[src/rtl/ipmatch_gate.sv]
// ipmatch_gate: holds the first DECIDE_AT bytes of each received packet
// until the upstream IP matcher's verdict is valid. It then forwards the
// packet cut-through or silently discards it.
// Optional build macro IPMATCH_GATE_STATS_EN adds passed/dropped packet counters.
module ipmatch_gate #(
  parameter int unsigned DECIDE_AT = 30,
  parameter int unsigned LGFIFO    = 5
) (
  input  logic       i_clk,
  input  logic       i_reset_n,
  input  logic       i_no_match,
  input  logic       S_AXIN_VALID,
  input  logic [7:0] S_AXIN_DATA,
  input  logic       S_AXIN_LAST,
  input  logic       S_AXIN_ABORT,
  output logic       M_AXIN_VALID,
  output logic [7:0] M_AXIN_DATA,
  output logic       M_AXIN_LAST,
  output logic       M_AXIN_ABORT
`ifdef IPMATCH_GATE_STATS_EN
  ,
  output logic [31:0] o_pkts_passed,
  output logic [31:0] o_pkts_dropped
`endif
);

  localparam int unsigned     DEPTH      = 1 << LGFIFO;
  localparam logic [5:0]      DECIDE_CNT = 6'(DECIDE_AT);
  localparam logic [5:0]      DECIDE_M1  = 6'(DECIDE_AT - 1);
  localparam logic [LGFIFO:0] FULL_FILL  = (LGFIFO + 1)'(DEPTH);

  typedef enum logic [1:0] {
    S_HOLD,
    S_FORWARD,
    S_DROP
  } state_t;

  state_t            state_q, state_d;
  logic [LGFIFO:0]   wr_q, wr_d;
  logic [LGFIFO:0]   rel_q, rel_d;
  logic [LGFIFO:0]   rd_q, rd_d;
  logic [5:0]        cnt_q, cnt_d;
  logic [8:0]        fifo_q [DEPTH];
  logic              fifo_we;
  logic              out_valid_d, out_last_d, out_abort_d;
  logic [7:0]        out_data_d;
  logic [LGFIFO-1:0] wr_idx, rd_idx;
  logic [LGFIFO:0]   fill;
  logic              accept;
  logic              decide;

  assign wr_idx = wr_q[LGFIFO-1:0];
  assign rd_idx = rd_q[LGFIFO-1:0];
  assign fill   = wr_q - rd_q;
  assign accept = S_AXIN_VALID && !S_AXIN_ABORT;
  // Verdict edge: the byte that brings the count to DECIDE_AT, unless it also ends the packet
  assign decide = (state_q == S_HOLD) && accept && !S_AXIN_LAST && (cnt_q == DECIDE_M1);

  // Next-state, pointer and registered-output logic
  always_comb begin
    state_d     = state_q;
    wr_d        = wr_q;
    rel_d       = rel_q;
    rd_d        = rd_q;
    cnt_d       = cnt_q;
    fifo_we     = 1'b0;
    out_valid_d = 1'b0;
    out_data_d  = '0;
    out_last_d  = 1'b0;
    out_abort_d = 1'b0;

    if (rd_q != rel_q) begin
      out_valid_d              = 1'b1;
      {out_last_d, out_data_d} = fifo_q[rd_idx];
      rd_d                     = rd_q + 1'b1;
    end

    if (S_AXIN_ABORT || (S_AXIN_VALID && S_AXIN_LAST)) begin
      cnt_d = '0;
    end else if (S_AXIN_VALID && (cnt_q != DECIDE_CNT)) begin
      cnt_d = cnt_q + 1'b1;
    end

    unique case (state_q)
      S_HOLD: begin
        if (S_AXIN_ABORT) begin
          wr_d = rel_q;
        end else if (S_AXIN_VALID) begin
          fifo_we = 1'b1;
          wr_d    = wr_q + 1'b1;
          if (S_AXIN_LAST) begin
            rel_d = wr_q + 1'b1;
          end else if (decide) begin
            if (i_no_match) begin
              wr_d    = rel_q;
              state_d = S_DROP;
            end else begin
              rel_d   = wr_q + 1'b1;
              state_d = S_FORWARD;
            end
          end
        end
      end
      S_FORWARD: begin
        if (S_AXIN_ABORT) begin
          // Flush overrides this cycle's read: nothing more of the packet may leave
          rel_d       = wr_q;
          rd_d        = wr_q;
          out_valid_d = 1'b0;
          out_data_d  = '0;
          out_last_d  = 1'b0;
          out_abort_d = 1'b1;
          state_d     = S_HOLD;
        end else if (S_AXIN_VALID) begin
          fifo_we = 1'b1;
          wr_d    = wr_q + 1'b1;
          rel_d   = wr_q + 1'b1;
          if (S_AXIN_LAST) begin
            state_d = S_HOLD;
          end
        end
      end
      S_DROP: begin
        if (S_AXIN_ABORT || (S_AXIN_VALID && S_AXIN_LAST)) begin
          state_d = S_HOLD;
        end
      end
      default: state_d = S_HOLD;
    endcase
  end

  // State, pointers, count and output registers
  always_ff @(posedge i_clk) begin
    if (!i_reset_n) begin
      state_q      <= S_HOLD;
      wr_q         <= '0;
      rel_q        <= '0;
      rd_q         <= '0;
      cnt_q        <= '0;
      M_AXIN_VALID <= 1'b0;
      M_AXIN_DATA  <= '0;
      M_AXIN_LAST  <= 1'b0;
      M_AXIN_ABORT <= 1'b0;
    end else begin
      state_q      <= state_d;
      wr_q         <= wr_d;
      rel_q        <= rel_d;
      rd_q         <= rd_d;
      cnt_q        <= cnt_d;
      M_AXIN_VALID <= out_valid_d;
      M_AXIN_DATA  <= out_data_d;
      M_AXIN_LAST  <= out_last_d;
      M_AXIN_ABORT <= out_abort_d;
    end
  end

  // FIFO storage, {LAST, DATA} per entry; contents need no reset
  always_ff @(posedge i_clk) begin
    if (fifo_we) begin
      fifo_q[wr_idx] <= {S_AXIN_LAST, S_AXIN_DATA};
    end
  end

  // Occupancy can never reach full depth when the input respects the byte-rate bound
  a_no_overflow: assert property (@(posedge i_clk) disable iff (!i_reset_n) fill != FULL_FILL);

`ifdef IPMATCH_GATE_STATS_EN
  logic [31:0] passed_q, dropped_q;
  logic        pass_evt, drop_evt;

  assign pass_evt = accept && S_AXIN_LAST && (state_q != S_DROP);
  assign drop_evt = decide && i_no_match;

  // Packet statistics counters, wrapping at 2^32
  always_ff @(posedge i_clk) begin
    if (!i_reset_n) begin
      passed_q  <= '0;
      dropped_q <= '0;
    end else begin
      if (pass_evt) passed_q <= passed_q + 32'd1;
      if (drop_evt) dropped_q <= dropped_q + 32'd1;
    end
  end

  assign o_pkts_passed  = passed_q;
  assign o_pkts_dropped = dropped_q;
`endif

endmodule

[config.mk]
export PLATFORM = sky130hd
export DESIGN_NAME = ipmatch_gate
export DESIGN_NICKNAME = d
export VERILOG_FILES = /design/src/rtl/ipmatch_gate.sv
export SDC_FILE = /design/constraint.sdc
export NUM_CORES = 1
export LEC_CHECK = 0
export BUFFER_PORTS_ARGS = -buffer_cell sky130_fd_sc_hd__clkbuf_2
export CAP_MARGIN = 20
export CELL_PAD_IN_SITES_DETAIL_PLACEMENT = 0
export CELL_PAD_IN_SITES_GLOBAL_PLACEMENT = 1
export CORE_MARGIN = 8
export CORE_UTILIZATION = 31
export CTS_CLUSTER_DIAMETER = 200
export DETAILED_ROUTE_END_ITERATION = 10
export GPL_TIMING_DRIVEN = 0
export PLACE_DENSITY_LB_ADDON = 0.1
export SLEW_MARGIN = 20
export SYNTH_ARGS = -nofsm -noshare
export SYNTH_HDL_FRONTEND = slang
export SYNTH_SLANG_ARGS = --single-unit
[constraint.sdc]
create_clock -name i_clk -period 4.2 [get_ports i_clk]
set_clock_uncertainty 0.1 [all_clocks]
set_input_delay 0.84 -clock i_clk [delete_from_list [all_inputs] [get_ports i_clk]]
set_output_delay 0.84 -clock i_clk [all_outputs]
set_load 0.02 [all_outputs]
==> results.toml, run 1 <==
[setup_path]
r2r_slack_ns = 1.47
worstSetupEndpointType = "flop"
crit_type = "flop to flop"
worstSetupStartpointType = "flop"
worstPathCellList = "buf_2 -> buf_2 -> buf_2 -> nor2_1 -> a22oi_1 -> nand2_1 -> o21ai_1 -> o21a_1"
slowest_stage = "buf_2"
critPathArrivalTime_ns = 3.12
critical_path.max_stage_delay_ns = 0.50
crit_top_cell = "buf_2"
critPathLaunch = "rd_q[2]"
rr_worst_depth = 8
path_max_fanout = 10
required_ns = 4.59
r2r-start = "rd_q[2]"
rr_endpoint = "M_AXIN_DATA[1]"

[routing]
drt_iter0_markers = 711
wl_per_cell_um = 24.4
drc = 0
dr.pass1.iters = 5
vias = 7193
wirelength_mm = 34.6
routed_via_density = 5.07
ant_nets = 0

[clock_network]
cts_tree = "done"
cts_setup_buffers = 0
cts_sinks = 325
clkTransAtPathRegs_ns = 0.06
cts_buffers = 38
htreeDepth = 2
hold_buffers = 0
cts_buffer_depth = 3
cts_resized = 0
clk_latency_ns = 0.55
cts_root_buf = "clkbuf_16"

[sta]
fmax_ghz = 0.366
final.min_clock_period_ns = 2.73
finalSetupTns_ns = 0
tightestPinTransition_ns = 1.08
slew_headroom = 0.275
worst_slack_ns = 1.47
hold_violations = 0
grt_setup_unrepaired = "false"
setup_viol = 0
drv_slew = 0
period_share = 0.651

[final_layout]
syn2layout_area_growth_pct = 15.5
layout.area.seq_um2 = 9390
antenna_cells = 0
final_cell_mix = "edfxtp_1, mux2i_1, nor2_1, mux4_2, nand2_1"
multiInputGateArea_um2 = 3530
layout.nets = 874
final_layout_size_suffix_gt1_frac = 0.190
nFillCells = 3950
final_common_cell = "edfxtp_1"

[synthesis]
synth_top_cell_by_area = "edfxtp_1"
yosys_warnings = 0
synthDistinctLibCells = 59
ys_seq_area_frac = 0.712
synth_edf_count = 288
synth_top_area_share = 0.656
ys.flop_type = "edfxtp_1"
syn_avg_cell_area_um2 = 16.7
synth_area_leaders = "edfxtp_1, mux4_2, dfxtp_1"
syn_area_um2 = 13200
syn_inst = 787
synthArstFlopShare = 0
synth_seq_cells = 325
syn_nets = 809

[worst_hold_path]
hold_class = "flop to flop"
holdCritStartpoint = "rel_q[1]"
min_to = "rel_q[1]"
worstHoldPathCells = 2

[floorplan]
dieHeight_um = 222
pin_count = 25
coreArea_um2 = 41900
start_util = 0.314
std_cell_rows = 75
fp.dieW_um = 222
die_area_um2 = 49400

[power_and_ir_drop]
p_leak_uw = 0.00483
power_density_nw_per_um2 = 526
ir_worst_vdd_mv = 0.246

[grt]
grt_pass1_vias = 7462
grt_pass1_wl_mm = 50.9
grt.total_usage = 0.140
antenna_found_initial = 0
grt_max_degree = 40
gr-total-overflow = 0

[placed_design]
gp_congestion = 0.762
dp_hpwl_mm = 23.0
pre_cts_ws_ns = 0.957
port-buffer-count = 23

[flow_run]
maxCapViolations = 0

[status]
run_status = "finished, final reports clean"
[worst max path at each step]
stage	to	slack [ns]	depth (start not counted)
5_1_grt	M_AXIN_DATA[1]	1.35	8
2_1_floorplan	fifo_q[31][0]	2.00	3
3_3_place_gp	fifo_q[6][1]	0.94	4
4_1_cts	M_AXIN_DATA[6]	1.46	7
3_5_place_dp	fifo_q[30][4]	0.96	4
6_report	M_AXIN_DATA[1]	1.47	8
[flip-flops by register name (all words and copies together) (netlist names), 2 cells and up]
| register | flops |
|---|---|
| fifo_q | 288 |
| M_AXIN_DATA | 8 |
| cnt_q | 6 |
| rd_q | 6 |
| rel_q | 6 |
| state_q | 2 |
| wr_q | 6 |
[layout make-up]
type                       count  area share
multi-input combinational    413       0.232
tap                          539      0.0443
clock inverter                19      0.0141
inverter                       9     0.00222
clock buffer                  48      0.0663
timing repair buffer          25     0.00904
sequential                   325       0.617
buffer                        40      0.0155
[synth_stat cells, types with 3 or more instances]
cell type  instances
edfxtp_1         288
mux2i_1           58
nor2_1            54
mux4_2            48
nand2_1           46
dfxtp_1           37
a22oi_1           30
a21oi_1           26
buf_2             17
clkbuf_1          13
xor2_1            12
nand3_1           10
nand4_1           10
inv_1              9
o21ai_0            9
ha_1               8
o21a_1             8
buf_6              7
nand2b_1           7
nor2b_1            7
o21ai_1            7
xnor2_1            7
nor3_1             6
nand3b_1           5
or3_1              5
mux2_2             4
a211oi_1           3
a221oi_1           3
and3_1             3
buf_4              3
[worst max-delay path, delay by kind of cell, from the launching register on]
kind,cells,cell delay [ns]
AO/OA/AOI/OAI,3,0.79
buffers and inverters,3,1.09
flip-flops,1,0.30
AND/OR/NAND/NOR,2,0.39
[logic make-up after synthesis]
family,synth area share
adder cells (fa/ha/maj),0.00759
XOR/XNOR,0.0126
buffers and inverters,0.0204
AO/OA/AOI/OAI,0.0536
flip-flops,0.712
multiplexers,0.129
AND/OR/NAND/NOR,0.0639
[metal layers]
layer / share of wire / wire [um] / global-route usage
met1: 0.48 / 16700 / 0.199
met2: 0.45 / 15600 / 0.217
met3: 0.049 / 1690 / 0.0266
met4: 0.018 / 640 / 0.0361
met5: 0 / 0 / 0
[stage by stage]
step	area, um2	instances	hold slack, ns	utilization	power (uW)
2_1_floorplan	13200	787	0.370	-	4410
3_3_place_gp	14000	1349	0.391	0.333	4830
3_5_place_dp	14000	1351	0.406	0.334	4850
4_1_cts	15200	1418	0.427	0.363	8110
5_1_grt	15200	1418	0.465	0.363	8310
6_report	15200	1418	0.428	0.363	8000
[where the power goes]
part | switching [uW] | total [uW] | internal [uW]
logic | 714 | 1170 | 459
clock network | 1290 | 3240 | 1950
registers | 20.3 | 3580 | 3560
Power figures use the tool's default switching activity.
==> run 2, diff against run 1 <==
Clock period 4.2 ns to 2.5 ns, I/O delays scaled along.
==> results.toml, run 2 (synthesis results as in run 1) <==
[status]
run_status = "finished, final reports clean"

[grt]
grt.total_usage = 0.140
grt_pass1_vias = 7468
grt_max_degree = 40
gr-total-overflow = 0
grt_pass1_wl_mm = 50.9
antenna_found_initial = 0

[setup_path]
critPathArrivalTime_ns = 2.54
worst-path-buf-inv = 0
crit_family = "simple AND/OR/NAND/NOR gates"
path_max_fanout = 9
path_depth = 3
rr_worst_depth = 3
required_ns = 2.57
critical_path.max_stage_delay_ns = 0.82
worstSetupStartpointType = "flop"
worstPathCellList = "ha_1 -> nand2_1 -> nor2_1"
worstSetupEndpointType = "flop"
slowest_stage = "nor2_1"
crit_type = "flop to flop"
r2r_slack_ns = 0.02
critPathLaunch = "wr_q[0]"
setup.worst_path.end = "fifo_q[19][3]"
rr_endpoint = "fifo_q[19][3]"
r2r-start = "wr_q[0]"

[worst_hold_path]
hold_class = "input pin to flop"

[sta]
fmax_ghz = 0.404
tightestPinTransition_ns = 0.960
slew_headroom = 0.358
drv_slew = 0
hold_violations = 0
whs_ns = 0.219
period_share = 0.991
setup_viol = 0
final.min_clock_period_ns = 2.48
grt_setup_unrepaired = "true"

[placed_design]
dp_hpwl_mm = 23.0
gp_congestion = 0.762
dp.cells = 1351
port-buffer-count = 23

[clock_network]
cts_buffer_depth = 3
cts_root_buf = "clkbuf_16"
htreeDepth = 2
clk_latency_ns = 0.54
clkTransAtPathRegs_ns = 0.06
cts_buffers = 38
cts_tree = "done"
cts_sinks = 325

[floorplan]
start_util = 0.314
fp.dieW_um = 222
die_area_um2 = 49400
coreArea_um2 = 41900
pin_count = 25
std_cell_rows = 75
dieHeight_um = 222

[routing]
ant_nets = 0
routed_via_density = 5.07
vias = 7186
wirelength_mm = 34.7
dr.pass1.iters = 5
wl_per_cell_um = 24.5
drc = 0
drt_iter0_markers = 727

[final_layout]
multiInputGateArea_um2 = 3610
nFillCells = 3957
final_cell_mix = "edfxtp_1, mux2i_1, mux4_2, nand2_1, clkbuf_16"
final_common_cell = "edfxtp_1"
layout.area.seq_um2 = 9390
fin_util = 0.365
largest_reg_flops = 288
syn2layout_area_growth_pct = 16.3
final_layout_size_suffix_gt1_frac = 0.222
regMostFlops = "fifo_q"
layout.nets = 873
layout.cells.non_filler = 1417
antenna_cells = 0
largestRegisters = "fifo_q x288, M_AXIN_DATA x8"

[power_and_ir_drop]
power_density_nw_per_um2 = 880
ir_worst_vdd_mv = 0.415
p_leak_uw = 0.00483
p_total_uw = 13500

[flow_run]
maxCapViolations = 0
## run 2: through the flow
step	setup slack [ns]	TNS (ns)	area, um2
floorplan	0.575	0	13200
global placement	-0.419	-78.25	14000
CTS	-0.0187	-0.263	15200
global route	-0.143	-10.82	15300
detailed placement	-0.403	-72.42	14000
finish	0.0219	0	15300
## run 2: how the worst min path moves through the flow
stage,from,endpoint,slack (ns),cells past startpoint
detailed placement,cnt_q[5],cnt_q[5],0.41,2
global placement,cnt_q[5],cnt_q[5],0.39,2
finish,S_AXIN_VALID,state_q[0],0.22,3
global route,S_AXIN_VALID,state_q[0],0.23,3
floorplan,rel_q[1],rel_q[1],0.37,2
CTS,S_AXIN_VALID,state_q[0],0.18,3
## run 2: timing repair
action                                  4_1_cts  5_1_grt
hold buffers                                  0        0
endpoints found under the setup margin       61      195
setup buffers                                 0        0
gates cloned                                  0        0
gates resized for setup                      13       27
## run 2: layer usage
layer,part of all wire,global-route usage,routed length (um),up-vias
met5,0,0,0,-
met4,0.020,0.0361,680,0
met3,0.045,0.0266,1570,53
met2,0.45,0.217,15700,167
met1,0.48,0.199,16800,3738
li1,-,-,-,3228
## run 2: tightest hold or removal path, stage by stage
cell and delay [ns]:
clkbuf_2 0.12, a21oi_1 0.13, nor3_1 0.05
## run 2: power breakdown
group	switching, uW	internal, uW
sequential	34.3	5990
combinational	1220	798
clock	2170	3280
## run 2: cell type report
type | count | share of cell area
well taps | 539 | 0.0440
multi-input cells | 413 | 0.235
clock buffers | 48 | 0.0659
clock inverters | 19 | 0.0140
inverters | 9 | 0.00220
plain buffers | 39 | 0.0169
flip-flops and latches | 325 | 0.613
repair buffers | 25 | 0.00898
